[config.mk]
export PLATFORM = sky130hd
export DESIGN_NAME = am_prio_int_encoder
export DESIGN_NICKNAME = d
export VERILOG_FILES = /design/src/rtl/prienc_pkg.sv /design/src/rtl/prienc_core.sv /design/src/rtl/am_prio_int_encoder.sv
export SDC_FILE = /design/constraint.sdc
export NUM_CORES = 1
export LEC_CHECK = 0
export CORE_MARGIN = 2
export CORE_UTILIZATION = 52
export DETAILED_ROUTE_END_ITERATION = 10
export GPL_ROUTABILITY_DRIVEN = 0
export PLACE_DENSITY = 0.83
export REMOVE_ABC_BUFFERS = 1
export SLEW_MARGIN = 40
export SYNTH_ARGS = -nofsm -noshare
export SYNTH_HDL_FRONTEND = slang
export SYNTH_SLANG_ARGS = --single-unit
[constraint.sdc]
create_clock -name clk -period 4.1 [get_ports clk]
set_clock_uncertainty 0.1 [all_clocks]
set_input_delay 0.41 -clock clk [delete_from_list [all_inputs] [get_ports clk]]
set_output_delay 0.41 -clock clk [all_outputs]
set_load 0.05 [all_outputs]
[src/rtl/prienc_pkg.sv]
// Shared state encoding and priority-encode helper for the am_prio_int_encoder family.
// The helper works on up to 32 lines; callers zero-extend and slice to their own width.
package prienc_pkg;

   localparam int PRIO_MAX_N = 32;
   localparam int PRIO_MAX_W = 5;

   localparam logic [1:0] S_IDLE = 2'd0;
   localparam logic [1:0] S_REQ  = 2'd1;
   localparam logic [1:0] S_SVC  = 2'd2;

   // Highest set index wins; all-zero input yields 0.
   function automatic logic [PRIO_MAX_W-1:0] prio_enc(input logic [PRIO_MAX_N-1:0] v);
      logic [PRIO_MAX_W-1:0] idx;
      idx = '0;
      for (int i = 0; i < PRIO_MAX_N; i++) begin
         if (v[i]) idx = PRIO_MAX_W'(i);
      end
      return idx;
   endfunction

endpackage

[src/rtl/prienc_core.sv]
// Combinational priority encoder over the effective (pending & ~mask) lines.
// Produces the winning index and an any-valid flag.
module prienc_core
   import prienc_pkg::*;
#(
   parameter int N  = 8,
   parameter int VW = $clog2(N)
) (
   input  logic [N-1:0]  eff,
   output logic [VW-1:0] idx,
   output logic          any
);

   logic [PRIO_MAX_W-1:0] wide_idx;

   assign wide_idx = prio_enc(PRIO_MAX_N'(eff));
   assign idx      = wide_idx[VW-1:0];
   assign any      = |eff;

endmodule

[src/rtl/am_prio_int_encoder.sv]
// Registered 8-to-3 priority interrupt encoder with iack/EOI handshake.
// Define PRIENC_CASCADE_EN to add the 74LS148-style ei_/eo_/gs_ cascade ports.
//
// state  | meaning
// S_IDLE | no offer outstanding; offers highest eff line when enabled
// S_REQ  | int_ low, vec frozen, waiting for iack (or withdraw on mask)
// S_SVC  | acknowledged, busy high until eoi; no nesting
module am_prio_int_encoder
   import prienc_pkg::*;
#(
   parameter int N  = 8,
   parameter int VW = $clog2(N)
) (
   input  logic          clk,
   input  logic          rst,
   input  logic [N-1:0]  req_,
   input  logic          mask_we,
   input  logic [N-1:0]  din,
   input  logic          iack,
   input  logic          eoi,
`ifdef PRIENC_CASCADE_EN
   input  logic          ei_,
   output logic          eo_,
   output logic          gs_,
`endif
   output logic          int_,
   output logic [VW-1:0] vec,
   output logic          busy,
   output logic [N-1:0]  pend
);

   logic [1:0]    state, state_nxt;
   logic          int_nxt, busy_nxt;
   logic [VW-1:0] vec_nxt;
   logic [N-1:0]  prev_req, mask, set, clr, eff;
   logic [VW-1:0] win_idx;
   logic          win_any;
   logic          armed;
   logic          ei_blk;

`ifdef PRIENC_CASCADE_EN
   assign ei_blk = ei_;
   assign eo_    = ei_ | win_any;
   assign gs_    = (state != S_REQ);
`else
   assign ei_blk = 1'b0;
`endif

   // The first cycle after reset only loads prev_req, so a line held low
   // through reset is treated as already asserted rather than as a new edge.
   assign set = armed ? (prev_req & ~req_) : '0;
   assign clr = (state == S_REQ && iack) ? ({{(N-1){1'b0}}, 1'b1} << vec) : '0;
   assign eff = pend & ~mask;

   prienc_core #(.N(N), .VW(VW)) u_core (
      .eff (eff),
      .idx (win_idx),
      .any (win_any)
   );

   always_ff @(posedge clk or posedge rst) begin
      if (rst) begin
         prev_req <= '1;
         pend     <= '0;
         mask     <= '0;
         armed    <= 1'b0;
      end else begin
         prev_req <= req_;
         pend     <= (pend & ~clr) | set;
         armed    <= 1'b1;
         if (mask_we) mask <= din;
      end
   end

   always_ff @(posedge clk or posedge rst) begin
      if (rst) begin
         state <= S_IDLE;
         int_  <= 1'b1;
         vec   <= '0;
         busy  <= 1'b0;
      end else begin
         state <= state_nxt;
         int_  <= int_nxt;
         vec   <= vec_nxt;
         busy  <= busy_nxt;
      end
   end

   always_comb begin
      state_nxt = state;
      int_nxt   = int_;
      vec_nxt   = vec;
      busy_nxt  = busy;
      case (state)
         S_IDLE: begin
            if (win_any && !ei_blk) begin
               state_nxt = S_REQ;
               vec_nxt   = win_idx;
               int_nxt   = 1'b0;
            end
         end
         S_REQ: begin
            // iack takes precedence over a same-cycle withdraw
            if (iack) begin
               state_nxt = S_SVC;
               int_nxt   = 1'b1;
               busy_nxt  = 1'b1;
            end else if (!eff[vec]) begin
               state_nxt = S_IDLE;
               int_nxt   = 1'b1;
            end
         end
         S_SVC: begin
            if (eoi) begin
               state_nxt = S_IDLE;
               busy_nxt  = 1'b0;
            end
         end
         default: begin
            state_nxt = S_IDLE;
            int_nxt   = 1'b1;
            busy_nxt  = 1'b0;
         end
      endcase
   end

endmodule

==> results.cfg, run 1 <==
[run_status]
status = finished, final reports clean

[synth]
synth_cells = 122
synth_edf_count = 0
ys_ff_latch = 32
async_flop_share_pct = 100.0
syn_area_per_cell_um2 = 11.89
syn_area_um2 = 1450
synth_largest_area_cell = dfrtp_1
synth_warnings = 0
synth_area_leaders = dfrtp_1, dfstp_2, mux2_2, nand3b_1, o21ai_0
ys_seq_area_share_pct = 56.00
ys_top_cells_by_count = dfrtp_1, nand2_1, o21ai_0, dfstp_2
yosysUniqueCellTypes = 36
yosysMostFrequentCell = dfrtp_1
synthFlopType = dfrtp_1
synth_top_cell_area_share_pct = 39.69

[cts]
post_cts.repair.setup_buffers = 0
post_cts_resized = 0
clk_path_buf_depth = 2
cts_root_buf = clkbuf_4
clk_latency_ns = 0.34
cts_tree = built
cts_max_level = 2
clkSinkCount = 32
path_clk_slew_ns = 0.11
cts_buffers = 5
ctsHoldBuffers = 0

[sta]
relSlewSlack_pct = 64.88
finalSetupTns_ns = 0
rsz0062_at_grt = false
period_share_pct = 57.30
hold_viol_final = 0
finalSetupViolCount = 0
min_period_ns = 2.349
worst_pin_slew_ns = 0.5251
slew_viol_final = 0
max_clock_freq_mhz = 425.7

[critical_path]
cp.arrival_ns = 1.84
crit_path_max_incr_delay_ns = 0.89
crit_required_ns = 3.59
crit_path_start_kind = flop
critPathBufInv = 1
r2r_start = vec[1]$_DFFE_PP0P_
endpoint_kind = output pin
crit_family = buffers and inverters
cp_slowest_cell = clkdlybuf4s50_1
worstPathCellList = clkdlybuf4s50_1
path_class = reg2out
crit_start = vec[0]$_DFFE_PP0P_
path_max_fanout = 15

[min_path]
hp-class = in2async

[finish]
antenna_cells = 0
nFillCells = 229
stdcell_count = 191
area_growth_pct = 28.30
drive_above_1_share_pct = 21.25
post-route-util_pct = 68.65
nNetsFinal = 180

[routing]
drt-initial-drc-count = 67
routedWlPerCell_um = 15.23
ant_nets = 0
route.detailed.drc = 0
viasPerCell = 5.738
routed_wl_um = 2909
vias = 1096
dr.pass1.iters = 4

[power_and_ir_drop]
ir_worst_vdd_v = 0.0005548
power.leakage_nw = 0.7618
powerDensity_nw_per_um2 = 691.2

[die]
die_w_um = 56.81
die_h_um = 56.81
rows = 19
initial_core_util_pct = 53.51
coreArea_um2 = 2710
design.die.area_um2 = 3227
ios = 34

[run]
cap_violations = 0

[placement]
post-dp-hpwl_um = 2228
place_inst = 183
port_buffers = 33

[grt]
antenna_found_initial = 0
track_usage_pct = 20.24
grt_pass1_vias = 1091
grt_pass1_wl_um = 4892
overflow = 0
grt_max_degree = 27
==> routing by layer <==
layer  vias up  wire length, µm  global-route usage (%)
li1        520                -                       -
met1       534             1225                   23.56
met2        36             1447                   33.72
met3         6              208                   8.065
met4         0               28                   7.309
met5         -                0                       0
==> final timing paths <==
path                                              end  slack [ns]  cells past startpoint
worst max-delay path                           vec[0]        1.75                      1
worst min-delay path                pend[0]$_DFF_PP0_        0.32                      2
worst max register to register       int_$_DFFE_PP1P_        2.10                      4
worst min register to register      pend[5]$_DFF_PP0_        0.41                      2
max in group asynchronous          vec[2]$_DFFE_PP0P_        3.09                      3
min in group clk                prev_req[3]$_DFF_PP1_        0.39                      1
==> power breakdown <==
| part | internal [mW] | total [mW] | switching [mW] | leakage [nW] |
|---|---|---|---|---|
| logic | 0.239 | 0.601 | 0.362 | 0.381 |
| clock network | 0.0657 | 0.178 | 0.112 | 0.0349 |
| registers | 0.401 | 0.507 | 0.106 | 0.346 |
==> cell usage in the layout, fill, tap and decap left out, types with 2 or more instances in the layout <==
| cell type | n |
|---|---|
| nand2b_1 | 7 |
| dfstp_2 | 9 |
| inv_1 | 4 |
| nor3_1 | 2 |
| nor4b_1 | 2 |
| and4bb_1 | 2 |
| and2b_2 | 2 |
| nand2_1 | 13 |
| or4_1 | 2 |
| clkdlybuf4s50_1 | 33 |
| nor4bb_1 | 2 |
| clkbuf_4 | 5 |
| nor2_1 | 2 |
| and4b_2 | 2 |
| clkinv_2 | 2 |
| nand3b_1 | 8 |
| o211ai_1 | 2 |
| o21ai_0 | 10 |
| dfrtp_1 | 23 |
| mux2_1 | 2 |
| mux2_2 | 8 |
==> through the flow <==
stage	power [mW]	setup WS [ns]	area, µm²	hold WS (ns)
5_1_grt	1.359	1.693	1861	0.3513
2_1_floorplan	0.9034	2.015	1428	0.3145
6_report	1.286	1.751	1861	0.3187
4_1_cts	1.293	1.762	1861	0.3315
3_3_place_gp	1.094	2.188	1804	0.3832
3_5_place_dp	1.114	2.120	1804	0.3956
==> cell type report <==
cell class	count	area, µm²	area share [%]
Sequential cell	32	812.0	43.65
Clock buffer	5	37.54	2.017
Inverter	5	18.77	1.009
Clock inverter	3	18.77	1.009
Multi-Input combinational cell	81	596.8	32.08
Timing Repair Buffer	34	337.8	18.16
Tap cell	31	38.79	2.085
==> cells by family (layout without fill, tap and decap cells) <==
family,count (synthesis),in the layout,synth area share (%)
DFF,32,32,56.00
buffers and inverters,9,47,2.847
AOI/OAI and AO/OA,21,21,10.61
muxes,10,10,7.765
other,1,1,0.2586
and+or+nand+nor,49,49,22.52
==> flip-flops by register name, summed over array words and instances (netlist names) <==
register and count:
prev_req 8, mask 8, state 2, pend 8
vec 3, busy 1, armed 1, int_ 1
Note: power is estimated with default switching activity, not from simulation.
==> run 2, diff against run 1 <==
--- a/config.mk
+++ b/config.mk
@@ -6,10 +6,10 @@
 export NUM_CORES = 1
 export LEC_CHECK = 0
 export CORE_MARGIN = 2
-export CORE_UTILIZATION = 52
+export CORE_UTILIZATION = 44
 export DETAILED_ROUTE_END_ITERATION = 10
 export GPL_ROUTABILITY_DRIVEN = 0
-export PLACE_DENSITY = 0.83
+export PLACE_DENSITY = 0.75
 export REMOVE_ABC_BUFFERS = 1
 export SLEW_MARGIN = 40
 export SYNTH_ARGS = -nofsm -noshare
==> constraint.sdc (replaced) <==
create_clock -name clk -period 2.06 [get_ports clk]
set_clock_uncertainty 0.1 [all_clocks]
set_input_delay 0.206 -clock clk [delete_from_list [all_inputs] [get_ports clk]]
set_output_delay 0.206 -clock clk [all_outputs]
set_load 0.05 [all_outputs]
==> run 2 against run 1 <==
Compared with the run above:
- setup slack worse by 1.7 ns
- largest cell class unchanged
- critical path type unchanged
- first-iteration DRC count shrank 64%
- critical path depth is the same
- global-route usage is 1.6 points lower
- critical endpoint is now int_
==> results.cfg, run 2 (synthesis results as in run 1) <==
[run_status]
status = finished, final reports clean

[cts]
clk_path_buf_depth = 2
cts_root_buf = clkbuf_4
cts_max_level = 2
ctsHoldBuffers = 0
cts_tree = built
post_cts_resized = 0
post_cts.repair.setup_buffers = 0
path_clk_slew_ns = 0.10
clkSinkCount = 32
cts_buffers = 5
clk_latency_ns = 0.34

[finish]
reg.largest.list = mask x8, pend x8, prev_req x8
antenna_cells = 0
nNetsFinal = 182
final_cell_mix = clkdlybuf4s50_1, dfrtp_1, nand2_1, o21ai_0, dfstp_2
final_common_cell = clkdlybuf4s50_1
drive_above_1_share_pct = 21.60
final_area_um2 = 1881
stdcell_count = 206
area_growth_pct = 29.68
post-route-util_pct = 60.60

[routing]
ant_nets = 0
drt-initial-drc-count = 24
viasPerCell = 5.228
vias = 1077
route.detailed.drc = 0
routedWlPerCell_um = 14.66
dr.pass1.iters = 4
routed_wl_um = 3020

[placement]
port_buffers = 33
dpl_cell_area_um2 = 1831
dp_slack_ns = 0.1704
post-dp-hpwl_um = 2333
place_inst = 198

[die]
die_w_um = 61.41
coreArea_um2 = 3103
ios = 34
design.die.area_um2 = 3771
die_h_um = 61.41
rows = 20
initial_core_util_pct = 46.73

[run]
cap_violations = 0

[sta]
min_period_ns = 1.975
slew_viol_final = 0
fin_hold_ws_ns = 0.1260
max_clock_freq_mhz = 506.3
finalSetupTns_ns = 0
relSlewSlack_pct = 65.73
rsz0062_at_grt = false
worst_pin_slew_ns = 0.5124
finalSetupViolCount = 0
setup_slack_ns = 0.08484
hold_viol_final = 0
period_share_pct = 95.88

[critical_path]
path_class = reg2out
endpoint_kind = output pin
crit_required_ns = 1.75
worstPathCellList = clkdlybuf4s50_1
cp_slowest_cell = clkdlybuf4s50_1
critPathBufInv = 1
crit_path_start_kind = flop
crit_path_max_incr_delay_ns = 0.79
crit_family = buffers and inverters
path_max_fanout = 2
cp.arrival_ns = 1.67

[grt]
grt_pass1_wl_um = 4919
grt_max_degree = 33
antenna_found_initial = 0
track_usage_pct = 18.61
grt_pass1_vias = 1113
overflow = 0

[power_and_ir_drop]
power.leakage_nw = 0.7674
ir_worst_vdd_v = 0.0006028
powerDensity_nw_per_um2 = 1370
total_power_mw = 2.576

[min_path]
hp-class = in2async
## run 2: cell types whose count changed in the layout (fill, tap and decap cells not counted)
| cell | previous run | this run |
|---|---|---|
| clkinv_2 | 2 | 1 |
| inv_1 | 4 | 5 |
| clkinv_4 | 1 | 0 |
| clkbuf_1 | 0 | 2 |
| inv_2 | 1 | 0 |
| clkdlybuf4s50_1 | 33 | 31 |
| buf_4 | 1 | 5 |
## run 2: where the power goes
group / internal (mW) / total (mW) / switching, mW
logic: 0.492 / 1.24 / 0.752
registers: 0.798 / 0.992 / 0.194
clock network: 0.133 / 0.340 / 0.208
total: 1.42 / 2.58 / 1.15
## run 2: layer usage
| layer | share of wire, % | track usage [%] | wire length [µm] | vias up |
|---|---|---|---|---|
| met5 | 0 | 0 | 0 | - |
| met4 | 2.1 | 9.119 | 63 | 0 |
| met3 | 6.0 | 5.042 | 180 | 7 |
| met2 | 50 | 32.37 | 1521 | 27 |
| met1 | 42 | 21.09 | 1254 | 517 |
| li1 | - | - | - | 526 |
## run 2: cell type report
| cell class | count | area (µm²) |
|---|---|---|
| fillers | 291 | 1222 |
| flip-flops and latches | 32 | 812.0 |
| multi-input cells | 81 | 596.8 |
| repair buffers | 36 | 347.8 |
| well taps | 44 | 55.05 |
| clock buffers | 7 | 45.04 |
| inverters | 5 | 18.77 |
| clock inverters | 1 | 5.005 |
## run 2: final timing paths
path | from | to | slack, ns | cells past startpoint
max | int_$_DFFE_PP1P_ | int_ | 0.08 | 1
min | rst | pend[6]$_DFF_PP0_ | 0.13 | 3
max reg2reg | vec[0]$_DFFE_PP0P_ | int_$_DFFE_PP1P_ | 0.15 | 4
min reg2reg | prev_req[7]$_DFF_PP1_ | pend[7]$_DFF_PP0_ | 0.40 | 2
max in group asynchronous | rst | prev_req[2]$_DFF_PP1_ | 1.40 | 3
min in group clk | req_[4] | prev_req[4]$_DFF_PP1_ | 0.17 | 1
